[src/rtl/ifft_4point.sv]
// ifft_4point: four-point inverse DFT over a streamed frame.
// Loads X[0..3], computes in one cycle, then streams x[0..3].
module ifft_4point (
    input  logic       clk,
    input  logic       clear,
    input  logic       in_valid,
    input  logic [7:0] in_re,
    input  logic [7:0] in_im,
    output logic       in_ready,
    output logic       out_valid,
    output logic [7:0] y_re,
    output logic [7:0] y_im,
    output logic [1:0] out_idx
);

    typedef enum logic [1:0] {
        LOAD = 2'd0,
        CALC = 2'd1,
        OUT  = 2'd2
    } state_t;

    state_t state;
    state_t state_nx;

    logic [1:0] cnt;
    logic [7:0] xr [4];
    logic [7:0] xi [4];
    logic [7:0] br [4];
    logic [7:0] bi [4];

    logic signed [9:0] r [4];
    logic signed [9:0] i [4];
    logic signed [9:0] sr [4];
    logic signed [9:0] si [4];

    logic       accept;
    logic       last_out;
    logic [1:0] nidx;

    assign in_ready = (state == LOAD);
    assign accept   = in_valid & in_ready;
    assign last_out = out_valid && (out_idx == 2'd3);
    assign nidx     = out_idx + 2'd1;

    // State register; clear always returns to LOAD.
    always_ff @(posedge clk) begin
        if (clear) state <= LOAD;
        else       state <= state_nx;
    end

    // Next-state: 4 accepts, one compute cycle, then drain the buffer.
    always_comb begin
        state_nx = state;
        unique case (state)
            LOAD:    if (accept && cnt == 2'd3) state_nx = CALC;
            CALC:    state_nx = OUT;
            OUT:     if (last_out) state_nx = LOAD;
            default: state_nx = LOAD;
        endcase
    end

    // Butterfly sums on 10-bit sign-extended samples (|S| <= 512).
    always_comb begin
        for (int k = 0; k < 4; k++) begin
            r[k] = {{2{xr[k][7]}}, xr[k]};
            i[k] = {{2{xi[k][7]}}, xi[k]};
        end
        sr[0] = r[0] + r[1] + r[2] + r[3];
        si[0] = i[0] + i[1] + i[2] + i[3];
        sr[1] = r[0] - i[1] - r[2] + i[3];
        si[1] = i[0] + r[1] - i[2] - r[3];
        sr[2] = r[0] - r[1] + r[2] - r[3];
        si[2] = i[0] - i[1] + i[2] - i[3];
        sr[3] = r[0] + i[1] - r[2] - i[3];
        si[3] = i[0] - r[1] - i[2] + r[3];
    end

    // Sample capture, compute into buffer, registered output stream.
    // The first OUT cycle is a bubble so x[0] appears two edges after X[3].
    always_ff @(posedge clk) begin
        if (clear) begin
            cnt       <= 2'd0;
            out_valid <= 1'b0;
            y_re      <= 8'd0;
            y_im      <= 8'd0;
            out_idx   <= 2'd0;
            for (int k = 0; k < 4; k++) begin
                xr[k] <= 8'd0;
                xi[k] <= 8'd0;
                br[k] <= 8'd0;
                bi[k] <= 8'd0;
            end
        end else begin
            if (accept) begin
                xr[cnt] <= in_re;
                xi[cnt] <= in_im;
                cnt     <= cnt + 2'd1;
            end
            if (state == CALC) begin
                for (int k = 0; k < 4; k++) begin
                    br[k] <= sr[k][9:2];
                    bi[k] <= si[k][9:2];
                end
            end
            if (state == OUT) begin
                if (!out_valid) begin
                    out_valid <= 1'b1;
                    out_idx   <= 2'd0;
                    y_re      <= br[0];
                    y_im      <= bi[0];
                end else if (out_idx == 2'd3) begin
                    out_valid <= 1'b0;
                    out_idx   <= 2'd0;
                    y_re      <= 8'd0;
                    y_im      <= 8'd0;
                end else begin
                    out_idx <= nidx;
                    y_re    <= br[nidx];
                    y_im    <= bi[nidx];
                end
            end
        end
    end

endmodule
[config.mk]
export PLATFORM = sky130hd
export DESIGN_NAME = ifft_4point
export DESIGN_NICKNAME = d
export VERILOG_FILES = /design/src/rtl/ifft_4point.sv
export SDC_FILE = /design/constraint.sdc
export NUM_CORES = 1
export LEC_CHECK = 0
export BUFFER_PORTS_ARGS = -buffer_cell sky130_fd_sc_hd__buf_4
export CORE_MARGIN = 4
export CORE_UTILIZATION = 60
export CTS_BUF_LIST = sky130_fd_sc_hd__clkbuf_8
export DETAILED_ROUTE_END_ITERATION = 10
export PLACE_DENSITY = 0.77
export SYNTH_ARGS = -nofsm -noshare
export SYNTH_HDL_FRONTEND = slang
export SYNTH_SLANG_ARGS = --single-unit
[constraint.sdc]
create_clock -name clk -period 5 [get_ports clk]
set_clock_uncertainty 0.1 [all_clocks]
set_input_delay 0.5 -clock clk [delete_from_list [all_inputs] [get_ports clk]]
set_output_delay 0.5 -clock clk [all_outputs]
set_load 0.01 [all_outputs]
==> impl_metrics.json <==
{
  "cts_setup_buffers": 0,
  "drive_above_1_share_pct": 9.28,
  "worst-setup-path-type": "reg -> reg",
  "synth_enable_flop_cells": 128,
  "slowest_stage": "fa_1",
  "r2r-end": "bi[2][7]",
  "critPathCaptureType": "flip-flop",
  "synth_area_leader_cell": "edfxtp_1",
  "ys_seq_elements": 151,
  "async_reset_ff_share_pct": 0,
  "ys_warn_count": 0,
  "whs_ps": 231,
  "htree_levels": 4,
  "ys_dominant_reg_cell": "edfxtp_1",
  "worstHoldPathCells": 2,
  "core_area_sq_mm": 0.0196,
  "final-setup-viol-count": 0,
  "start_util_pct": 61.3,
  "hpwl_um": 21400,
  "io_pins": 39,
  "dr_total_vias": 7877,
  "portBuffers": 38,
  "dieArea_sq_mm": 0.0223,
  "critPathArrivalTime_ps": 3640,
  "place_area_sq_mm": 0.0125,
  "antennaDiodeCount": 0,
  "cts.clk_slew.worst_paths_ps": 90,
  "crit_start": "xi[3][7]",
  "whs_endpoint": "xr[3][4]",
  "synth_most_common_cell": "inv_1",
  "maxCapViolations": 0,
  "grt_max_degree": 47,
  "yosysUniqueCellTypes": 62,
  "synth_common_cells": "191 x inv_1, 130 x fa_1, 128 x edfxtp_1, 85 x nor2_1, 70 x ha_1",
  "synth_top_area_share_pct": 32.0,
  "crit_buf_inv": 2,
  "power_density_mw_per_mm2": 356,
  "startpoint_type": "flip-flop",
  "utilization_pct": 66.2,
  "worstReg2RegStart": "xi[3][7]",
  "crit_required_ps": 5110,
  "cts_root_buf": "clkbuf_8",
  "clock_path_buffers": 2,
  "finalMaxSlewViolations": 0,
  "path_cells": "inv_1 > fa_1 > inv_1 > fa_1 > ha_1 > and3_1 > a221oi_1 > a21boi_0 > o211ai_1 > o31ai_1",
  "die_h_um": 149,
  "crit_path_max_fanout": 3,
  "area_delta_synth_final_pct": 8.03,
  "rsz0062_at_grt": "no",
  "dp_cells": 1343,
  "ff2ff_path_depth": 10,
  "reg2reg_slack_ps": 1460,
  "tightest_slew_ps": 1140,
  "cts.hold.buffers_added": 0,
  "cts_resized": 0,
  "final.setup.tns_ps": 0,
  "path_delay_family": "adder cells",
  "max_slew_margin_pct": 23.4,
  "syn_inst": 1064,
  "via_per_inst": 5.73,
  "hold_class": "in -> reg",
  "cts_buffers": 17,
  "status": "finished clean",
  "worst_ir_drop_vdd_mv": 0.231,
  "nNetsFinal": 1316,
  "hp-start": "in_re[4]",
  "antenna_found_initial": 0,
  "rows": 51,
  "grt_pass1_vias": 8086,
  "fillers": 1502,
  "clk_latency_ps": 460,
  "clock-sinks": 151,
  "avgSynthCellArea_sq_um": 11.3,
  "grt_use_total_pct": 25.2,
  "dieWidth_um": 149,
  "first_pass_iters": 5,
  "fin_crit_sh_pct": 70.7,
  "routedWlPerCell_um": 19.3,
  "grt_pass1_wl_um": 42400,
  "hold_violations": 0,
  "fin_crit_ps": 3540,
  "syn-num-nets": 1283,
  "wirelength_um": 26500,
  "overflow": 0,
  "cts_tree": "done",
  "synth_seq_area_share_pct": 35.9,
  "drc": 0,
  "drt_iter0_markers": 678,
  "globalplace.congestion": 0.910,
  "antenna_left": 0,
  "leakage_uw": 0.00564,
  "netlist_area_sq_mm": 0.0120,
  "fmax_mhz": 283,
  "final_cells": 1375,
  "cpPeakStageDelay_ps": 660,
  "synthTopCellsByArea": "edfxtp_1 32%, fa_1 22%, ha_1 7.3%",
  "final_cell_area_sq_mm": 0.0130
}
## worst max path at each step
| stage | endpoint | slack [ps] | cells past startpoint |
|---|---|---|---|
| finish | bi[2][7] | 1460 | 10 |
| global route | bi[3][6] | 1160 | 10 |
| CTS | bi[3][6] | 1450 | 10 |
| detailed placement | bi[3][6] | 1480 | 10 |
| global placement | bi[3][6] | 1490 | 10 |
| floorplan | bi[1][7] | 1730 | 11 |
## logic make-up after synthesis
kind of cell             synth area share, %
flip-flops                              35.9
XOR/XNOR                                3.58
AO/OA/AOI/OAI                           8.51
adder cells (fa/ha/maj)                 29.0
multiplexers                            3.25
buffers and inverters                   7.07
AND/OR/NAND/NOR                         12.7
## registers in the layout (all words and copies together) (netlist names)
| name | cells |
|---|---|
| state | 2 |
| y_re | 8 |
| xr | 32 |
| xi | 32 |
| y_im | 8 |
| cnt | 2 |
| bi | 32 |
| br | 32 |
| out_idx | 2 |
| out_valid | 1 |
## layer usage
| layer | global-route usage, % | share of wire, % | up-vias |
|---|---|---|---|
| li1 | - | - | 3643 |
| met1 | 36.8 | 44 | 3903 |
| met2 | 38.9 | 46 | 291 |
| met3 | 5.03 | 7.9 | 40 |
| met4 | 7.46 | 1.8 | 0 |
| met5 | 0 | 0 | - |
## worst reg2reg max path: stages (launching register included)
cell and delay, ps:
edfxtp_1 430, inv_1 150, fa_1 660, inv_1 110, fa_1 460, ha_1 340
and3_1 200, a221oi_1 330, a21boi_0 210, o211ai_1 200, o31ai_1 90
## layout make-up
| class | instances | area (sq um) | area share [%] |
|---|---|---|---|
| inverter | 192 | 721 | 5.56 |
| clock inverter | 15 | 210 | 1.62 |
| clock buffer | 17 | 234 | 1.80 |
| sequential | 151 | 4300 | 33.2 |
| multi-input combinational | 693 | 6850 | 52.8 |
| timing repair buffer | 42 | 315 | 2.43 |
| tap | 265 | 332 | 2.56 |
## placed cells by master, fill, tap and decap left out, types with 23 or more instances in the layout
master	netlist	layout
a21oi_1	29	29
edfxtp_1	128	128
buf_4	2	42
and2_1	69	69
fa_1	130	130
xor2_1	30	30
nor3_1	32	32
inv_1	191	194
dfxtp_1	23	23
ha_1	70	70
nor2_1	85	85
## power breakdown
group / switching [uW] / internal (uW)
clock: 481 / 591
combinational: 1200 / 860
sequential: 58.7 / 1430
total: 1740 / 2880
## through the flow
stage                     power (uW)  setup slack [ps]
after floorplan                 3010              1730
after global routing            4910              1160
after detailed placement        3530              1480
final                           4620              1460
after global placement          3490              1490
after CTS                       4600              1450
(Power assumes the default switching activity.)
